==> src/rtl/axi_lite_master_basic.sv <==
// axi_lite_master_basic
// ---------------------------------------------------------------------------
// Single-outstanding AXI-Lite initiator. A local command (write or read of one
// DATA_W-bit word) is turned into the AXI-Lite AW/W/B or AR/R handshakes, and
// exactly one rsp_valid pulse is returned per command. The pulse carries the
// read data, the response code and the transaction latency in cycles.
//
// Ports:
//   ACLK, ARESET          clock, asynchronous active-high reset
//   cmd_valid/cmd_ready   command handshake (accepted when both high at an edge)
//   cmd_write             1 = write, 0 = read
//   cmd_addr, cmd_wdata   byte address and write data
//   rsp_valid             one-cycle completion pulse
//   rsp_rdata             read data (0 for writes)
//   rsp_resp              BRESP/RRESP of the completed transaction
//   rsp_cycles            saturating latency, held until the next completion
//   M_AW*, M_W*, M_B*     AXI-Lite write channels
//   M_AR*, M_R*           AXI-Lite read channels
// ---------------------------------------------------------------------------
module axi_lite_master_basic #(
  parameter int ADDR_W = 4,
  parameter int DATA_W = 32,
  parameter int CNT_W  = 8
) (
  input  logic                  ACLK,
  input  logic                  ARESET,
  input  logic                  cmd_valid,
  output logic                  cmd_ready,
  input  logic                  cmd_write,
  input  logic [ADDR_W-1:0]     cmd_addr,
  input  logic [DATA_W-1:0]     cmd_wdata,
  output logic                  rsp_valid,
  output logic [DATA_W-1:0]     rsp_rdata,
  output logic [1:0]            rsp_resp,
  output logic [CNT_W-1:0]      rsp_cycles,
  output logic [ADDR_W-1:0]     M_AWADDR,
  output logic                  M_AWVALID,
  input  logic                  M_AWREADY,
  output logic [DATA_W-1:0]     M_WDATA,
  output logic [DATA_W/8-1:0]   M_WSTRB,
  output logic                  M_WVALID,
  input  logic                  M_WREADY,
  input  logic [1:0]            M_BRESP,
  input  logic                  M_BVALID,
  output logic                  M_BREADY,
  output logic [ADDR_W-1:0]     M_ARADDR,
  output logic                  M_ARVALID,
  input  logic                  M_ARREADY,
  input  logic [DATA_W-1:0]     M_RDATA,
  input  logic [1:0]            M_RRESP,
  input  logic                  M_RVALID,
  output logic                  M_RREADY
);

  typedef enum logic [1:0] {
    IDLE  = 2'd0,
    WRITE = 2'd1,
    WRESP = 2'd2,
    READ  = 2'd3
  } state_t;

  state_t             state_r;
  state_t             state_nxt_s;
  logic [CNT_W-1:0]   cnt_r;

  logic accept_s;
  logic aw_done_s;
  logic w_done_s;
  logic b_hs_s;
  logic r_hs_s;
  logic cnt_max_s;

  // Idle and not held in reset; drops combinationally while ARESET is high.
  assign cmd_ready = (state_r == IDLE) && !ARESET;
  assign accept_s  = cmd_valid && cmd_ready;

  // A channel counts as done once its VALID has dropped or is being taken now.
  assign aw_done_s = !M_AWVALID || M_AWREADY;
  assign w_done_s  = !M_WVALID  || M_WREADY;
  assign b_hs_s    = M_BVALID && M_BREADY;
  // R is only taken once AR has completed (or completes on this same edge).
  assign r_hs_s    = M_RVALID && M_RREADY && (!M_ARVALID || M_ARREADY);

  assign cnt_max_s = (cnt_r == {CNT_W{1'b1}});

  // Full-byte writes only.
  assign M_WSTRB = {(DATA_W/8){1'b1}};

  // State register.
  always_ff @(posedge ACLK or posedge ARESET) begin
    if (ARESET) begin
      state_r <= IDLE;
    end else begin
      state_r <= state_nxt_s;
    end
  end

  // Next-state logic.
  always_comb begin
    state_nxt_s = state_r;
    case (state_r)
      IDLE: begin
        if (accept_s) begin
          state_nxt_s = cmd_write ? WRITE : READ;
        end else begin
          state_nxt_s = IDLE;
        end
      end
      WRITE: begin
        if (aw_done_s && w_done_s) begin
          state_nxt_s = WRESP;
        end else begin
          state_nxt_s = WRITE;
        end
      end
      WRESP: begin
        if (b_hs_s) begin
          state_nxt_s = IDLE;
        end else begin
          state_nxt_s = WRESP;
        end
      end
      READ: begin
        if (r_hs_s) begin
          state_nxt_s = IDLE;
        end else begin
          state_nxt_s = READ;
        end
      end
      default: begin
        state_nxt_s = IDLE;
      end
    endcase
  end

  // Registered AXI channel controls, payloads, latency counter and response.
  always_ff @(posedge ACLK or posedge ARESET) begin
    if (ARESET) begin
      M_AWADDR   <= {ADDR_W{1'b0}};
      M_AWVALID  <= 1'b0;
      M_WDATA    <= {DATA_W{1'b0}};
      M_WVALID   <= 1'b0;
      M_BREADY   <= 1'b0;
      M_ARADDR   <= {ADDR_W{1'b0}};
      M_ARVALID  <= 1'b0;
      M_RREADY   <= 1'b0;
      rsp_valid  <= 1'b0;
      rsp_rdata  <= {DATA_W{1'b0}};
      rsp_resp   <= 2'b00;
      rsp_cycles <= {CNT_W{1'b0}};
      cnt_r      <= {CNT_W{1'b0}};
    end else begin
      rsp_valid <= 1'b0;
      case (state_r)
        IDLE: begin
          if (accept_s) begin
            // First VALID cycle counts as cycle 1.
            cnt_r <= {{(CNT_W-1){1'b0}}, 1'b1};
            if (cmd_write) begin
              M_AWADDR  <= cmd_addr;
              M_WDATA   <= cmd_wdata;
              M_AWVALID <= 1'b1;
              M_WVALID  <= 1'b1;
            end else begin
              M_ARADDR  <= cmd_addr;
              M_ARVALID <= 1'b1;
              M_RREADY  <= 1'b1;
            end
          end
        end
        WRITE: begin
          if (!cnt_max_s) begin
            cnt_r <= cnt_r + {{(CNT_W-1){1'b0}}, 1'b1};
          end
          if (M_AWVALID && M_AWREADY) begin
            M_AWVALID <= 1'b0;
          end
          if (M_WVALID && M_WREADY) begin
            M_WVALID <= 1'b0;
          end
          if (aw_done_s && w_done_s) begin
            M_BREADY <= 1'b1;
          end
        end
        WRESP: begin
          if (!cnt_max_s) begin
            cnt_r <= cnt_r + {{(CNT_W-1){1'b0}}, 1'b1};
          end
          if (b_hs_s) begin
            M_BREADY   <= 1'b0;
            rsp_valid  <= 1'b1;
            rsp_resp   <= M_BRESP;
            rsp_rdata  <= {DATA_W{1'b0}};
            rsp_cycles <= cnt_r;
          end
        end
        READ: begin
          if (!cnt_max_s) begin
            cnt_r <= cnt_r + {{(CNT_W-1){1'b0}}, 1'b1};
          end
          if (M_ARVALID && M_ARREADY) begin
            M_ARVALID <= 1'b0;
          end
          if (r_hs_s) begin
            M_RREADY   <= 1'b0;
            rsp_valid  <= 1'b1;
            rsp_resp   <= M_RRESP;
            rsp_rdata  <= M_RDATA;
            rsp_cycles <= cnt_r;
          end
        end
        default: begin
          M_AWVALID <= 1'b0;
          M_WVALID  <= 1'b0;
          M_BREADY  <= 1'b0;
          M_ARVALID <= 1'b0;
          M_RREADY  <= 1'b0;
        end
      endcase
    end
  end

endmodule

==> config.mk <==
export PLATFORM = sky130hd
export DESIGN_NAME = axi_lite_master_basic
export DESIGN_NICKNAME = d
export VERILOG_FILES = /design/src/rtl/axi_lite_master_basic.sv
export SDC_FILE = /design/constraint.sdc
export NUM_CORES = 1
export LEC_CHECK = 0
export CAP_MARGIN = 20
export CORE_UTILIZATION = 43
export CTS_BUF_LIST = sky130_fd_sc_hd__clkbuf_8
export CTS_CLUSTER_SIZE = 25
export DETAILED_ROUTE_END_ITERATION = 10
export PLACE_DENSITY = 0.82
export RECOVER_POWER = 25
export SLEW_MARGIN = 15
export SYNTH_ARGS = -nofsm -noshare
export SYNTH_HDL_FRONTEND = slang
export SYNTH_SLANG_ARGS = --single-unit
==> constraint.sdc <==
create_clock -name ACLK -period 4.35 [get_ports ACLK]
set_clock_uncertainty 0.05 [all_clocks]
set_input_delay 1.305 -clock ACLK [delete_from_list [all_inputs] [get_ports ACLK]]
set_output_delay 1.305 -clock ACLK [all_outputs]
set_load 0.005 [all_outputs]
# Yosys cells after proc, flatten, opt, wreduce, memory -nomap -nowiden
# Cells that the tools add are included.
# totals
reg_bits	98
in_bits	81
out_inout_bits	93
# op_classes
add_sub_neg	1
n_bitwise	1
n_mux	36
n_eq_ne	14
reduce_logical	31
# op_table
op	count
32-bit 2-to-1 mux	2
32-bit case mux with 2 select lines	1
8-bit 2-to-1 mux	4
8-bit case mux with 2 select lines	2
2-bit inequality test (second input constant)	10
4-bit AND reduction	4
2-bit 2-to-1 mux	7
1-bit 2-to-1 mux	12
1-bit case mux with 2 select lines	6
3-bit AND reduction	4
1-bit logical AND	9
8-bit by 1-bit adder with 8-bit output (second input constant)	1
8-bit == test (second input constant)	1
2-bit case mux with 4 select lines	1
2-bit nonzero test	4
2-bit == test (second input constant)	2
1-bit zero test	4
2-bit case mux with 2 select lines	1
1-bit logical OR	3
3-bit OR reduction	1
2-bit by 1-bit == test with 1-bit output (second input constant)	1
2-bit zero test	1
2-bit AND reduction	1
1-bit inverter	1

# Logic depth before layout (Yosys ltp)
# depth
word_depth	5
ltp_mapped	7
ltp_nobuf	5

# Least setup slack after synthesis
# No wires, ideal clock.
# synth_timing
kind	input-to-output
startpoint	in ARESET
endpoint	out cmd_ready
stages	1
arrival_time_ps	1411
slack_ps	1584
n_path_buf	0
path_cell_list	nor2_1
# synth_between
elab_chain_cells	2
# synth_rtl
item	line	source
start: declaration	26	input logic ARESET,
1-bit zero test (no line)	--	
1-bit logical AND	74	assign cmd_ready = (state_r == IDLE) && !ARESET;
end: declaration	28	output logic cmd_ready,
# Every way passes these cells.

# Worst setup path after layout
# Same ends and word-level chain as after synthesis.

==> results.sh <==
export IMPL_tritoncts="yes"
export IMPL_multi_input_area_um2=1336
export IMPL_synthAdderAreaFrac_pct=0.3180
export IMPL_grt_pass1_wl_um=14830
export IMPL_drt_first_iter_violations=70
export IMPL_drcViolationCount=16
export IMPL_core_um2=8806
export IMPL_clkSinkCount=98
export IMPL_slew_violations=47
export IMPL_hold_buffers=0
export IMPL_fin_crit_ns=3.876
export IMPL_dp_cells=538
export IMPL_yosysSeqAreaShare_pct=62.32
export IMPL_p_total_mw=3.786
export IMPL_syn_area_um2=3935
export IMPL_place_gp_congestion=0.7741
export IMPL_synth_xor_area_share_pct=0
export IMPL_synth_compound_area_share_pct=11.07
export IMPL_viasPerCell=5.106
export IMPL_fin_setup_tns_ns=0
export IMPL_stdcell_count=554
export IMPL_ant_nets=0
export IMPL_cts_buffers=9
export IMPL_yosysWarnings=0
export IMPL_die_area_um2=9537
export IMPL_setup_viol=0
export IMPL_path_cells="dlygate4sd3_1, nor2_1, clkdlybuf4s50_1"
export IMPL_seq_area_um2=2452
export IMPL_pwr_density_cell_nw_per_um2=643.4
export IMPL_synth_top_family_by_area="multiplexers"
export IMPL_rows=34
export IMPL_clk_latency_ns=0.34
export IMPL_synth_edf_count=0
export IMPL_p_leak_nw=2.661
export IMPL_violations="DRC, capacitance limit, slew limit"
export IMPL_cts_resized=0
export IMPL_max_freq_mhz=258.0
export IMPL_io_pins=174
export IMPL_start_util_pct=44.69
export IMPL_min_path_cells=1
export IMPL_area_growth_pct=49.54
export IMPL_clk_pin_slew_ns=0.08
export IMPL_vias=2829
export IMPL_n_antenna_cell=0
export IMPL_min_path_type="flip-flop to flip-flop"
export IMPL_ys_flop_type="dfrtp_1"
export IMPL_yosys_area_share_simple_pct=5.215
export IMPL_worstPathRequired_ns=2.99
export IMPL_grt_overflow_total=0
export IMPL_synthMuxAreaShare_pct=17.14
export IMPL_fp_dieW_um=97.66
export IMPL_crit_type="input pin to output pin"
export IMPL_r2r_cells=5
export IMPL_maxCapViolCount=1
export IMPL_start_kind="input pin"
export IMPL_synth_seq_cells=98
export IMPL_htree_num_levels=3
export IMPL_syn_instance_count=273
export IMPL_wl_per_cell_um=16.31
export IMPL_worst_hold_slack_ns=0.4562
export IMPL_cp_max_fo=4
export IMPL_slew_limit_headroom_pct=-29.18
export IMPL_peakVddDrop_mv=0.3418
export IMPL_r2r_slack_ns=1.27
export IMPL_synth_avg_cell_area_um2=14.41
export IMPL_grt_max_degree=54
export IMPL_fillers=641
export IMPL_grtUsageTotal_pct=19.83
export IMPL_fin_util_pct=66.82
export IMPL_arrival_ns=2.52
export IMPL_finalNetCount=523
export IMPL_run_status="finished with violations"
export IMPL_die_h_um=97.66
export IMPL_hpwlAfterDp_um=6569
export IMPL_layout_drive_gt1_share_pct=17.04
export IMPL_async_flop_share_pct=100.0
export IMPL_endpoint_kind="output pin"
export IMPL_post_route_period_util_pct=89.10
export IMPL_synth_distinct_cells=39
export IMPL_grt_pass1_vias=2952
export IMPL_clock_root_buffer="clkbuf_8"
export IMPL_drt_pass1_iterations=7
export IMPL_cp_slowest_stage_delay_ns=0.60
export IMPL_antenna_found_initial=0
export IMPL_rsz0062_at_grt="no"
export IMPL_finalWirelength_um=9033
export IMPL_crit_slowest_cell="dlygate4sd3_1"
export IMPL_postCtsSetupBuffers=0
export IMPL_port_buffers=169
export IMPL_cts_buffer_depth=2
export IMPL_timing_hold_violations_final=0
export IMPL_tightestPinTransition_ns=1.927
[power breakdown]
part           switching [mW]  internal (mW)
combinational           0.501           1.09
sequential              0.277           1.31
clock                   0.316          0.289
[critical path, delay by kind of cell]
kind,cells,cell delay (ns)
AND/OR/NAND/NOR,1,0.12
buffers and inverters,2,1.10
[metal layers]
| layer | up-vias | track usage, % | share of wire [%] |
|---|---|---|---|
| li1 | 1314 | - | - |
| met1 | 1395 | 25.12 | 42 |
| met2 | 110 | 32.90 | 50 |
| met3 | 10 | 4.964 | 6.7 |
| met4 | 0 | 7.343 | 1.2 |
| met5 | - | 0 | 0 |
[final cells by class]
type	instances	area share [%]
clock buffer	10	2.339
clock inverter	6	1.191
inverter	8	0.5316
multi-input combinational	151	22.71
sequential	98	41.68
tap	108	2.296
timing repair buffer	173	29.26
[flip-flops by register name, summed over array words and instances, names as in the netlist]
register    cells
M_WDATA        32
cnt_r           8
M_ARADDR        4
M_AWADDR        4
M_AWVALID       1
rsp_resp        2
rsp_cycles      8
M_BREADY        1
rsp_valid       1
state_r         2
M_RREADY        1
M_ARVALID       1
M_WVALID        1
rsp_rdata      32
[final timing paths]
| path | startpoint | end |
|---|---|---|
| setup reg to reg | state_r[1] | M_WDATA[14] |
| max in group asynchronous | ARESET | M_WDATA[4] |
| hold / removal | rsp_rdata[3] | rsp_rdata[3] |
| setup / recovery | ARESET | cmd_ready |
| min in group asynchronous | ARESET | rsp_cycles[0] |
| hold reg to reg | rsp_rdata[3] | rsp_rdata[3] |
[cells in the mapped netlist, drive strengths merged (2+ instances only)]
library cell   n  share of area, %
buf           12               2.4
inv            8              0.76
nor2           8              0.83
a22o          32               7.1
and4           2              0.45
nand2b         2              0.32
o21ai          4              0.51
nand3          5              0.64
nand2         11               1.0
dfrtp         98                62
clkbuf         7              0.67
o21a           2              0.38
a21oi          4              0.51
a31oi          2              0.32
mux2          53                17
a21o           2              0.38
o22ai          2              0.32
and3           3              0.48
[cell usage in the layout, fill, tap and decap left out, drive strengths merged, types with 3 or more instances in the layout]
cell type / synthesis / layout
clkdlybuf4s50: 0 / 167
dfrtp: 98 / 98
mux2: 53 / 53
a22o: 32 / 32
nand2: 11 / 11
clkbuf: 7 / 11
inv: 8 / 11
nor2: 8 / 8
nand3: 5 / 5
a21oi: 4 / 4
o21ai: 4 / 4
conb: 1 / 4
and3: 3 / 3
buf: 12 / 3
[through the flow]
step / area (um^2) / worst slack [ns]
6_report: 5884 / 0.4744
3_5_place_dp: 5702 / 0.5075
3_3_place_gp: 5702 / 0.5218
2_1_floorplan: 3946 / 0.4329
4_1_cts: 5909 / 0.5054
5_1_grt: 5884 / 0.2868
[cells by family after synthesis]
| kind of cell | Yosys count |
|---|---|
| multiplexers | 54 |
| other | 1 |
| adder cells (fa/ha/maj) | 1 |
| AND/OR/NAND/NOR | 37 |
| flip-flops | 98 |
| AO/OA/AOI/OAI | 55 |
| buffers and inverters | 27 |
Note: power is estimated with default switching activity, not from simulation.
